[config.mk]
export PLATFORM = sky130hd
export DESIGN_NAME = bank_seq_controller
export DESIGN_NICKNAME = d
export VERILOG_FILES = /design/src/rtl/bank_seq_pkg.sv /design/src/rtl/bank_onehot_dec.sv /design/src/rtl/bank_seq_controller.sv
export SDC_FILE = /design/constraint.sdc
export NUM_CORES = 1
export LEC_CHECK = 0
export CORE_ASPECT_RATIO = 1.5
export CORE_MARGIN = 2
export CORE_UTILIZATION = 45
export DETAILED_ROUTE_END_ITERATION = 8
export GPL_TIMING_DRIVEN = 1
export PLACE_DENSITY_LB_ADDON = 0.12
export SETUP_SLACK_MARGIN = 0.4
export SLEW_MARGIN = 20
export SYNTH_ARGS = -nofsm -noshare
export SYNTH_HDL_FRONTEND = slang
export SYNTH_SLANG_ARGS = --single-unit
export TNS_END_PERCENT = 100
[constraint.sdc]
create_clock -name MAIN_CLK_i -period 2.3 [get_ports MAIN_CLK_i]
set_input_delay 0.46 -clock MAIN_CLK_i [delete_from_list [all_inputs] [get_ports MAIN_CLK_i]]
set_output_delay 0.46 -clock MAIN_CLK_i [all_outputs]
set_load 0.02 [all_outputs]
[src/rtl/bank_seq_pkg.sv]
// Shared types and defaults for the bank sequence controller.
package bank_seq_pkg;

  typedef enum logic [2:0] {
    ST_IDLE   = 3'd0,
    ST_PREAMB = 3'd1,
    ST_SLOT   = 3'd2,
    ST_DONE   = 3'd3
  } state_t;

  localparam int unsigned FORCE_BIT      = 7;
  localparam int unsigned DEF_N_BANKS    = 9;
  localparam int unsigned DEF_SEQ_SLOTS  = 9;
  localparam int unsigned DEF_BANK_W     = 4;
  localparam int unsigned DEF_PREAMB_CYC = 8;

  // Reserved codes 4-7 map onto IDLE.
  function automatic state_t code_to_state(input logic [2:0] code);
    case (code)
      3'd1:    return ST_PREAMB;
      3'd2:    return ST_SLOT;
      3'd3:    return ST_DONE;
      default: return ST_IDLE;
    endcase
  endfunction

endpackage

[src/rtl/bank_onehot_dec.sv]
// One-hot bank decoder; indices at or above N_BANKS yield sel=0, valid=0.
module bank_onehot_dec
  import bank_seq_pkg::*;
#(
  parameter int unsigned N_BANKS = DEF_N_BANKS,
  parameter int unsigned BANK_W  = DEF_BANK_W
) (
  input  logic [BANK_W-1:0]  idx,
  output logic [N_BANKS-1:0] sel,
  output logic               valid
);

  always_comb begin
    sel = '0;
    for (int unsigned i = 0; i < N_BANKS; i++) begin
      sel[i] = (32'(idx) == i);
    end
    valid = |sel;
  end

endmodule

[src/rtl/bank_seq_controller.sv]
// Sequences the data-register bank mux through a configured slot list,
// optionally preceded by a modulation preamble, for a number of passes.
module bank_seq_controller
  import bank_seq_pkg::*;
#(
  parameter int unsigned N_BANKS    = DEF_N_BANKS,
  parameter int unsigned SEQ_SLOTS  = DEF_SEQ_SLOTS,
  parameter int unsigned BANK_W     = DEF_BANK_W,
  parameter int unsigned PREAMB_CYC = DEF_PREAMB_CYC
) (
  input  logic                           MAIN_CLK_i,
  input  logic                           N_MAIN_RST_i,
  input  logic                           FLAG_POR_i,
  input  logic                           ADD_PD_OUT_OUTFLAG_i,
  input  logic [SEQ_SLOTS*BANK_W-1:0]    CFREG_DATA_BANK_SEQUENCE_i,
  input  logic [$clog2(SEQ_SLOTS+1)-1:0] CFREG_SEQ_LENGTH_i,
  input  logic                           CFREG_DATA_SEL_SINGLE_SEQUENCE_i,
  input  logic [BANK_W-1:0]              CFREG_DATA_BANK_SELECT_i,
  input  logic [3:0]                     CFREG_DATA_BANK_REPEAT_i,
  input  logic [4:0]                     CFREG_DATA_BANK_DELAY_i,
  input  logic                           CFREG_PREAMB_i,
  input  logic                           CFREG_REPEAT_WITH_PREAMB_i,
  input  logic [7:0]                     CFREG_FORCE_STATE_FSM_i,
  output logic                           ANA_PD_EN_o,
  output logic                           ANA_MOD_EN_o,
  output logic                           ANA_INTERFACE_IN_MODSELECT_o,
  output logic                           DATA_REG_MUX_EN_o,
  output logic [N_BANKS-1:0]             DATA_REG_MUX_SEL_DATA_o,
  output logic [2:0]                     PORT_STA_LED_o,
  output logic                           SEQ_ERR_o
);

  localparam int unsigned LEN_W = $clog2(SEQ_SLOTS + 1);
  localparam int unsigned SEQ_W = SEQ_SLOTS * BANK_W;
  localparam int unsigned CNT_W = ($clog2(PREAMB_CYC) > 5) ? $clog2(PREAMB_CYC) : 5;

  state_t state, state_next;

  logic [CNT_W-1:0] cnt;
  logic [LEN_W-1:0] slot_idx;
  logic [3:0]       pass_cnt;

  logic [SEQ_W-1:0] seq_sh;
  logic [LEN_W-1:0] last_sh;
  logic [3:0]       rep_sh;
  logic [4:0]       delay_sh;
  logic             rwp_sh;

  logic             outflag_q;
  logic             force_q;
  logic             seq_err;

  logic             force_on, release_evt, start_evt;
  logic             preamb_end, slot_end, slot_last, more_passes;
  logic [BANK_W-1:0]  bank_idx;
  logic [N_BANKS-1:0] bank_sel;
  logic               bank_valid;
  logic [SEQ_W-1:0]   seq_in;
  logic [LEN_W-1:0]   last_in;
  logic               unused_force_bits;

  assign force_on    = CFREG_FORCE_STATE_FSM_i[FORCE_BIT];
  assign release_evt = force_q & ~force_on;
  assign start_evt   = ADD_PD_OUT_OUTFLAG_i & ~outflag_q;
  assign preamb_end  = (cnt == CNT_W'(PREAMB_CYC - 1));
  assign slot_end    = (cnt == CNT_W'(delay_sh));
  assign slot_last   = (slot_idx == last_sh);
  assign more_passes = (pass_cnt < rep_sh);
  assign bank_idx    = seq_sh[slot_idx*BANK_W +: BANK_W];
  assign unused_force_bits = ^CFREG_FORCE_STATE_FSM_i[6:3];

  bank_onehot_dec #(
    .N_BANKS (N_BANKS),
    .BANK_W  (BANK_W)
  ) u_dec (
    .idx   (bank_idx),
    .sel   (bank_sel),
    .valid (bank_valid)
  );

  // Single mode is folded into the shadow as a one-slot sequence.
  always_comb begin
    seq_in  = CFREG_DATA_SEL_SINGLE_SEQUENCE_i ? SEQ_W'(CFREG_DATA_BANK_SELECT_i)
                                               : CFREG_DATA_BANK_SEQUENCE_i;
    last_in = '0;
    if (CFREG_DATA_SEL_SINGLE_SEQUENCE_i || CFREG_SEQ_LENGTH_i == '0) begin
      last_in = '0;
    end else if (32'(CFREG_SEQ_LENGTH_i) > SEQ_SLOTS) begin
      last_in = LEN_W'(SEQ_SLOTS - 1);
    end else begin
      last_in = CFREG_SEQ_LENGTH_i - LEN_W'(1);
    end
  end

  always_ff @(posedge MAIN_CLK_i or negedge N_MAIN_RST_i) begin
    if (!N_MAIN_RST_i) begin
      state <= ST_IDLE;
    end else begin
      state <= state_next;
    end
  end

  // On force release the forced state is held one clock while counters clear.
  always_comb begin
    state_next = state;
    if (FLAG_POR_i) begin
      state_next = ST_IDLE;
    end else if (force_on) begin
      state_next = code_to_state(CFREG_FORCE_STATE_FSM_i[2:0]);
    end else if (release_evt) begin
      state_next = state;
    end else begin
      case (state)
        ST_IDLE:   if (start_evt) state_next = CFREG_PREAMB_i ? ST_PREAMB : ST_SLOT;
        ST_PREAMB: if (preamb_end) state_next = ST_SLOT;
        ST_SLOT: begin
          if (slot_end && slot_last) begin
            if (more_passes) state_next = rwp_sh ? ST_PREAMB : ST_SLOT;
            else             state_next = ST_DONE;
          end
        end
        ST_DONE:   state_next = ST_IDLE;
        default:   state_next = ST_IDLE;
      endcase
    end
  end

  always_ff @(posedge MAIN_CLK_i or negedge N_MAIN_RST_i) begin
    if (!N_MAIN_RST_i) begin
      cnt       <= '0;
      slot_idx  <= '0;
      pass_cnt  <= '0;
      seq_sh    <= '0;
      last_sh   <= '0;
      rep_sh    <= '0;
      delay_sh  <= '0;
      rwp_sh    <= 1'b0;
      outflag_q <= 1'b0;
      force_q   <= 1'b0;
      seq_err   <= 1'b0;
    end else begin
      outflag_q <= ADD_PD_OUT_OUTFLAG_i;
      force_q   <= force_on;

      if (FLAG_POR_i) begin
        seq_err <= 1'b0;
      end else if (state == ST_SLOT && !bank_valid) begin
        seq_err <= 1'b1;
      end

      if (FLAG_POR_i || release_evt) begin
        cnt      <= '0;
        slot_idx <= '0;
        pass_cnt <= '0;
      end else if (!force_on) begin
        case (state)
          ST_IDLE: begin
            if (start_evt) begin
              cnt      <= '0;
              slot_idx <= '0;
              pass_cnt <= '0;
              seq_sh   <= seq_in;
              last_sh  <= last_in;
              rep_sh   <= CFREG_DATA_BANK_REPEAT_i;
              delay_sh <= CFREG_DATA_BANK_DELAY_i;
              rwp_sh   <= CFREG_REPEAT_WITH_PREAMB_i;
            end
          end
          ST_PREAMB: begin
            if (preamb_end) begin
              cnt      <= '0;
              slot_idx <= '0;
            end else begin
              cnt <= cnt + CNT_W'(1);
            end
          end
          ST_SLOT: begin
            if (slot_end) begin
              cnt <= '0;
              if (slot_last) begin
                slot_idx <= '0;
                pass_cnt <= more_passes ? pass_cnt + 4'd1 : 4'd0;
              end else begin
                slot_idx <= slot_idx + LEN_W'(1);
              end
            end else begin
              cnt <= cnt + CNT_W'(1);
            end
          end
          default: begin
            cnt      <= '0;
            slot_idx <= '0;
            pass_cnt <= '0;
          end
        endcase
      end
    end
  end

  // Outputs are decoded from registered state and shadow/index registers only.
  always_comb begin
    ANA_PD_EN_o                  = 1'b0;
    ANA_MOD_EN_o                 = 1'b0;
    ANA_INTERFACE_IN_MODSELECT_o = 1'b0;
    DATA_REG_MUX_EN_o            = 1'b0;
    DATA_REG_MUX_SEL_DATA_o      = '0;
    case (state)
      ST_PREAMB: begin
        ANA_PD_EN_o                  = 1'b1;
        ANA_MOD_EN_o                 = 1'b1;
        ANA_INTERFACE_IN_MODSELECT_o = 1'b1;
      end
      ST_SLOT: begin
        ANA_MOD_EN_o            = 1'b1;
        DATA_REG_MUX_EN_o       = bank_valid;
        DATA_REG_MUX_SEL_DATA_o = bank_sel;
      end
      default: ANA_PD_EN_o = 1'b1;
    endcase
  end

  assign PORT_STA_LED_o = state;
  assign SEQ_ERR_o      = seq_err;

endmodule

==> run_summary.xml <==
<?xml version="1.0" encoding="UTF-8"?>
<metrics>
  <group name="timing">
    <metric name="timing.fmax" unit="GHz">0.341</metric>
    <metric name="worst-slew-pin-transition" unit="ns">0.676</metric>
    <metric name="layout_setup_ws" unit="ns">-0.631</metric>
    <metric name="fin_skew" unit="ns">0.00517</metric>
    <metric name="slew_headroom" unit="%">54.9</metric>
    <metric name="final.period_utilization" unit="%">127</metric>
    <metric name="fin_crit" unit="ns">2.93</metric>
    <metric name="hold_violations" unit="">0</metric>
    <metric name="holdWs" unit="ns">0.159</metric>
    <metric name="setup-tns-final" unit="ns">-5.56</metric>
    <metric name="final-max-slew-violation-count" unit="">0</metric>
    <metric name="setup_viol_count_final" unit="">10</metric>
    <metric name="grt_setup_unrepaired" unit="">true</metric>
  </group>
  <group name="logic_synthesis">
    <metric name="synth_fa_ha_area_share" unit="%">3.90</metric>
    <metric name="post_synth_xor_area_fraction" unit="%">2.27</metric>
    <metric name="synth.net_count" unit="">487</metric>
    <metric name="share_of_cell_area_taken_by_muxes_after_synthesis" unit="%">9.81</metric>
    <metric name="ys_ff_latch" unit="">68</metric>
    <metric name="yosys.cell_count.top_type" unit="">dfrtp_1</metric>
    <metric name="netlist.area_leader.share" unit="%">44.2</metric>
    <metric name="post_synthesis_cell_type_with_the_largest_combined_area" unit="">dfrtp_1</metric>
    <metric name="post_synth_most_frequent_cells" unit="">dfrtp_1, nand2_1, o21ai_0</metric>
    <metric name="ys.flop_type" unit="">dfrtp_1</metric>
    <metric name="synth_compound_gate_area_share" unit="%">16.1</metric>
    <metric name="yosys.cell_types.count" unit="">58</metric>
    <metric name="synth_sequential_area_ratio" unit="%">44.2</metric>
    <metric name="synth-async-reset-ratio" unit="%">100</metric>
    <metric name="synth-edff-count" unit="">0</metric>
    <metric name="netlist_area" unit="um2">3850</metric>
    <metric name="synth_simple_gate_area_share" unit="%">19.6</metric>
    <metric name="yosysWarnings" unit="">0</metric>
    <metric name="average_cell_area_after_synthesis" unit="um2">9.46</metric>
    <metric name="synthesis.instances" unit="">407</metric>
    <metric name="ys_top_cells_by_area" unit="">dfrtp_1, o21ai_0, nand2b_1, mux2i_1, nand2_1</metric>
    <metric name="dominant_combinational_cell_family_by_area_after_synthesis" unit="">simple AND/OR/NAND/NOR gates</metric>
  </group>
  <group name="critical_path">
    <metric name="critPathLaunchType" unit="">flop</metric>
    <metric name="class_of_the_most_critical_setup_path" unit="">reg2out</metric>
    <metric name="path_max_fanout" unit="">6</metric>
    <metric name="slowest_stage" unit="">a211o_4</metric>
    <metric name="critPathLaunch" unit="">slot_idx[0]$_DFFE_PN0P_</metric>
    <metric name="r2r_path_start" unit="">PORT_STA_LED_o[1]$_DFFE_PN0P_</metric>
    <metric name="worst_setup_path_end_kind" unit="">primary output</metric>
    <metric name="ff2ff_path_depth" unit="">11</metric>
    <metric name="critPathRequiredTime" unit="ns">1.84</metric>
    <metric name="cp-endpoint" unit="">DATA_REG_MUX_SEL_DATA_o[7]</metric>
    <metric name="path_cells" unit="">buf_4 -&gt; buf_12 -&gt; mux2i_1 -&gt; o22ai_1 -&gt; o21bai_2 -&gt; a211o_4 -&gt; buf_4 -&gt; nor3_4 -&gt; buf_6</metric>
    <metric name="crit-reg2reg-capture" unit="">delay_sh[1]$_DFFE_PN0P_</metric>
    <metric name="timing.critical_path.mode_cell" unit="">buf_4</metric>
    <metric name="r2r_setup_slack" unit="ns">0.04</metric>
    <metric name="worst_ep_arrival_time" unit="ns">2.47</metric>
    <metric name="delay_of_the_slowest_cell_on_the_worst_path" unit="ns">0.41</metric>
  </group>
  <group name="drt">
    <metric name="final_antenna_net_count" unit="">0</metric>
    <metric name="routed_wirelength" unit="mm">13.8</metric>
    <metric name="routed_wire_length_per_instance" unit="um">20.5</metric>
    <metric name="detailed_route_via_count" unit="">3834</metric>
    <metric name="drt_drc_violations_left" unit="">0</metric>
    <metric name="drt_first_iter_violations" unit="">221</metric>
    <metric name="firstDrtPassIters" unit="">4</metric>
    <metric name="route.detailed.vias_per_inst" unit="">5.71</metric>
  </group>
  <group name="clock_tree">
    <metric name="cts_tree" unit="">built</metric>
    <metric name="worst_skew_pair_later_pin_latency" unit="ns">0.34</metric>
    <metric name="hold_buffers" unit="">0</metric>
    <metric name="ctsRootBufferMaster" unit="">clkbuf_16</metric>
    <metric name="max-clock-path-buffers" unit="">2</metric>
    <metric name="cts.sinks" unit="">68</metric>
    <metric name="cts-buffers-inserted" unit="">9</metric>
    <metric name="path_clk_slew" unit="ns">0.06</metric>
    <metric name="htree_num_levels" unit="">3</metric>
  </group>
  <group name="floorplanning">
    <metric name="i_o_pins" unit="">85</metric>
    <metric name="initial_core_util" unit="%">46.1</metric>
    <metric name="design.die.area" unit="um2">9330</metric>
    <metric name="rows" unit="">41</metric>
    <metric name="chipHeight" unit="um">117</metric>
    <metric name="core_area" unit="um2">8360</metric>
    <metric name="die-width" unit="um">79.5</metric>
  </group>
  <group name="placed_design">
    <metric name="place_area" unit="um2">5200</metric>
    <metric name="placement.io_buffers" unit="">79</metric>
    <metric name="place.detailed.hpwl" unit="mm">6.95</metric>
    <metric name="place_congestion" unit="">0.792</metric>
  </group>
  <group name="status">
    <metric name="outcome" unit="">finished with violations</metric>
    <metric name="violations" unit="">negative setup slack</metric>
  </group>
  <group name="grt">
    <metric name="use_met2" unit="%">40.5</metric>
    <metric name="grt_resource_usage_total" unit="%">22.5</metric>
    <metric name="maximum_number_of_pins_on_one_net_before_global_route_repair" unit="">73</metric>
    <metric name="global_route.usage.met3" unit="%">2.69</metric>
    <metric name="gr-max-usage-layer" unit="">met2</metric>
    <metric name="global_route.usage.met1" unit="%">24.9</metric>
    <metric name="first_global_vias" unit="">3651</metric>
    <metric name="grt_antenna_before_repair" unit="">0</metric>
    <metric name="grt-ovfl-total" unit="">0</metric>
    <metric name="grt_first_pass_wirelength" unit="mm">16.5</metric>
  </group>
  <group name="flow_run">
    <metric name="max_cap_viol_count" unit="">0</metric>
  </group>
  <group name="layout">
    <metric name="final_net_count" unit="">642</metric>
    <metric name="drive_gt1_share" unit="%">43.7</metric>
    <metric name="antenna_cells_inserted" unit="">0</metric>
    <metric name="area.growth.synth_to_final" unit="%">75.6</metric>
    <metric name="fin_area" unit="um2">6760</metric>
  </group>
  <group name="hold_path">
    <metric name="hold_path_class" unit="">in2async</metric>
  </group>
  <group name="pwr">
    <metric name="p_per_area" unit="nW/um2">677</metric>
    <metric name="p_leak" unit="nW">2.98</metric>
    <metric name="worst_ir_drop_vdd" unit="mV">0.515</metric>
  </group>
</metrics>
==> layout make-up <==
class | count | area [um2]
clock buffer | 12 | 256
clock inverter | 2 | 35.0
fill | 477 | 1600
inverter | 14 | 66.3
multi-input combinational | 303 | 2710
sequential | 68 | 1710
tap | 107 | 134
timing repair buffer | 166 | 1860
==> worst max-delay path: cells and delay by family, from the launching register on <==
family	cells	cell delay, ns
flops	1	0.40
mux	1	0.11
compound gates	3	0.91
simple gates	1	0.11
buf+inv	4	0.60
==> registers in the layout, summed over array words and instances, names as in the netlist, 2 cells and up <==
name	flops
PORT_STA_LED_o	2
cnt	5
delay_sh	5
last_sh	4
pass_cnt	4
rep_sh	4
seq_sh	36
slot_idx	4
==> repair_timing <==
| item | in CTS | in global routing |
|---|---|---|
| pin swaps | 34 | 35 |
| buffers inserted | 22 | 12 |
| gates resized for setup | 151 | 142 |
| endpoints found under the setup margin | 29 | 79 |
| gates cloned | 1 | 17 |
| hold endpoints to repair | 0 | 0 |
==> layout by cell type (no fill, tap or decap), types with 10 or more instances in the layout <==
cell type / netlist / layout
dfrtp_1: 68 / 65
clkdlybuf4s50_1: 0 / 62
buf_4: 1 / 44
nand2b_1: 37 / 37
o21ai_2: 0 / 35
buf_6: 1 / 31
nand2_1: 55 / 24
mux2i_1: 22 / 21
clkbuf_16: 0 / 20
nand2_4: 0 / 16
nand2_2: 0 / 14
mux2_4: 0 / 12
o21ai_1: 1 / 12
nor2_1: 16 / 11
inv_1: 14 / 10
==> kinds of logic (layout without fill, tap and decap cells) <==
family	count (synthesis)	after routing
AOI/OAI and AO/OA	97	97
xor gates and xnor gates	10	10
adders and majority gates	12	12
buffers and inverters	37	194
DFF	68	68
muxes	35	35
other	1	1
and+or+nand+nor	147	148
==> metal layers <==
| layer | up-vias | wire (um) |
|---|---|---|
| li1 | 1743 | - |
| met1 | 1897 | 4810 |
| met2 | 137 | 7490 |
| met3 | 57 | 622 |
| met4 | 0 | 857 |
| met5 | - | 0 |
==> report_power, final <==
group / switching, mW / leakage, nW / internal [mW]
Combinational: 0.749 / 1.94 / 0.844
Clock: 0.505 / 0.145 / 0.884
Sequential: 0.195 / 0.899 / 1.40
Total: 1.45 / 2.98 / 3.13
==> metrics by stage <==
step                util (%)  setup slack (ns)  instances  power [mW]
finish                  80.9            -0.631        672        4.58
global route            80.9            -0.682        672        4.77
CTS                     70.7            -0.556        643        4.26
detailed placement      62.2            -0.672        606        2.66
global placement        62.2            -0.629        606        2.62
floorplan                  -            -0.233        407        2.22
==> worst min path at each step <==
stage	startpoint	to	slack, ns	cells past startpoint
2_1_floorplan	N_MAIN_RST_i	PORT_STA_LED_o[0]$_DFFE_PN0P_	0.16	0
4_1_cts	N_MAIN_RST_i	rep_sh[1]$_DFFE_PN0P_	0.17	1
5_1_grt	N_MAIN_RST_i	rep_sh[1]$_DFFE_PN0P_	0.20	1
3_3_place_gp	seq_sh[17]$_DFFE_PN0P_	seq_sh[17]$_DFFE_PN0P_	0.46	2
3_5_place_dp	seq_sh[17]$_DFFE_PN0P_	seq_sh[17]$_DFFE_PN0P_	0.47	2
6_report	N_MAIN_RST_i	rep_sh[1]$_DFFE_PN0P_	0.16	1
Note: power is estimated with default switching activity, not from simulation.
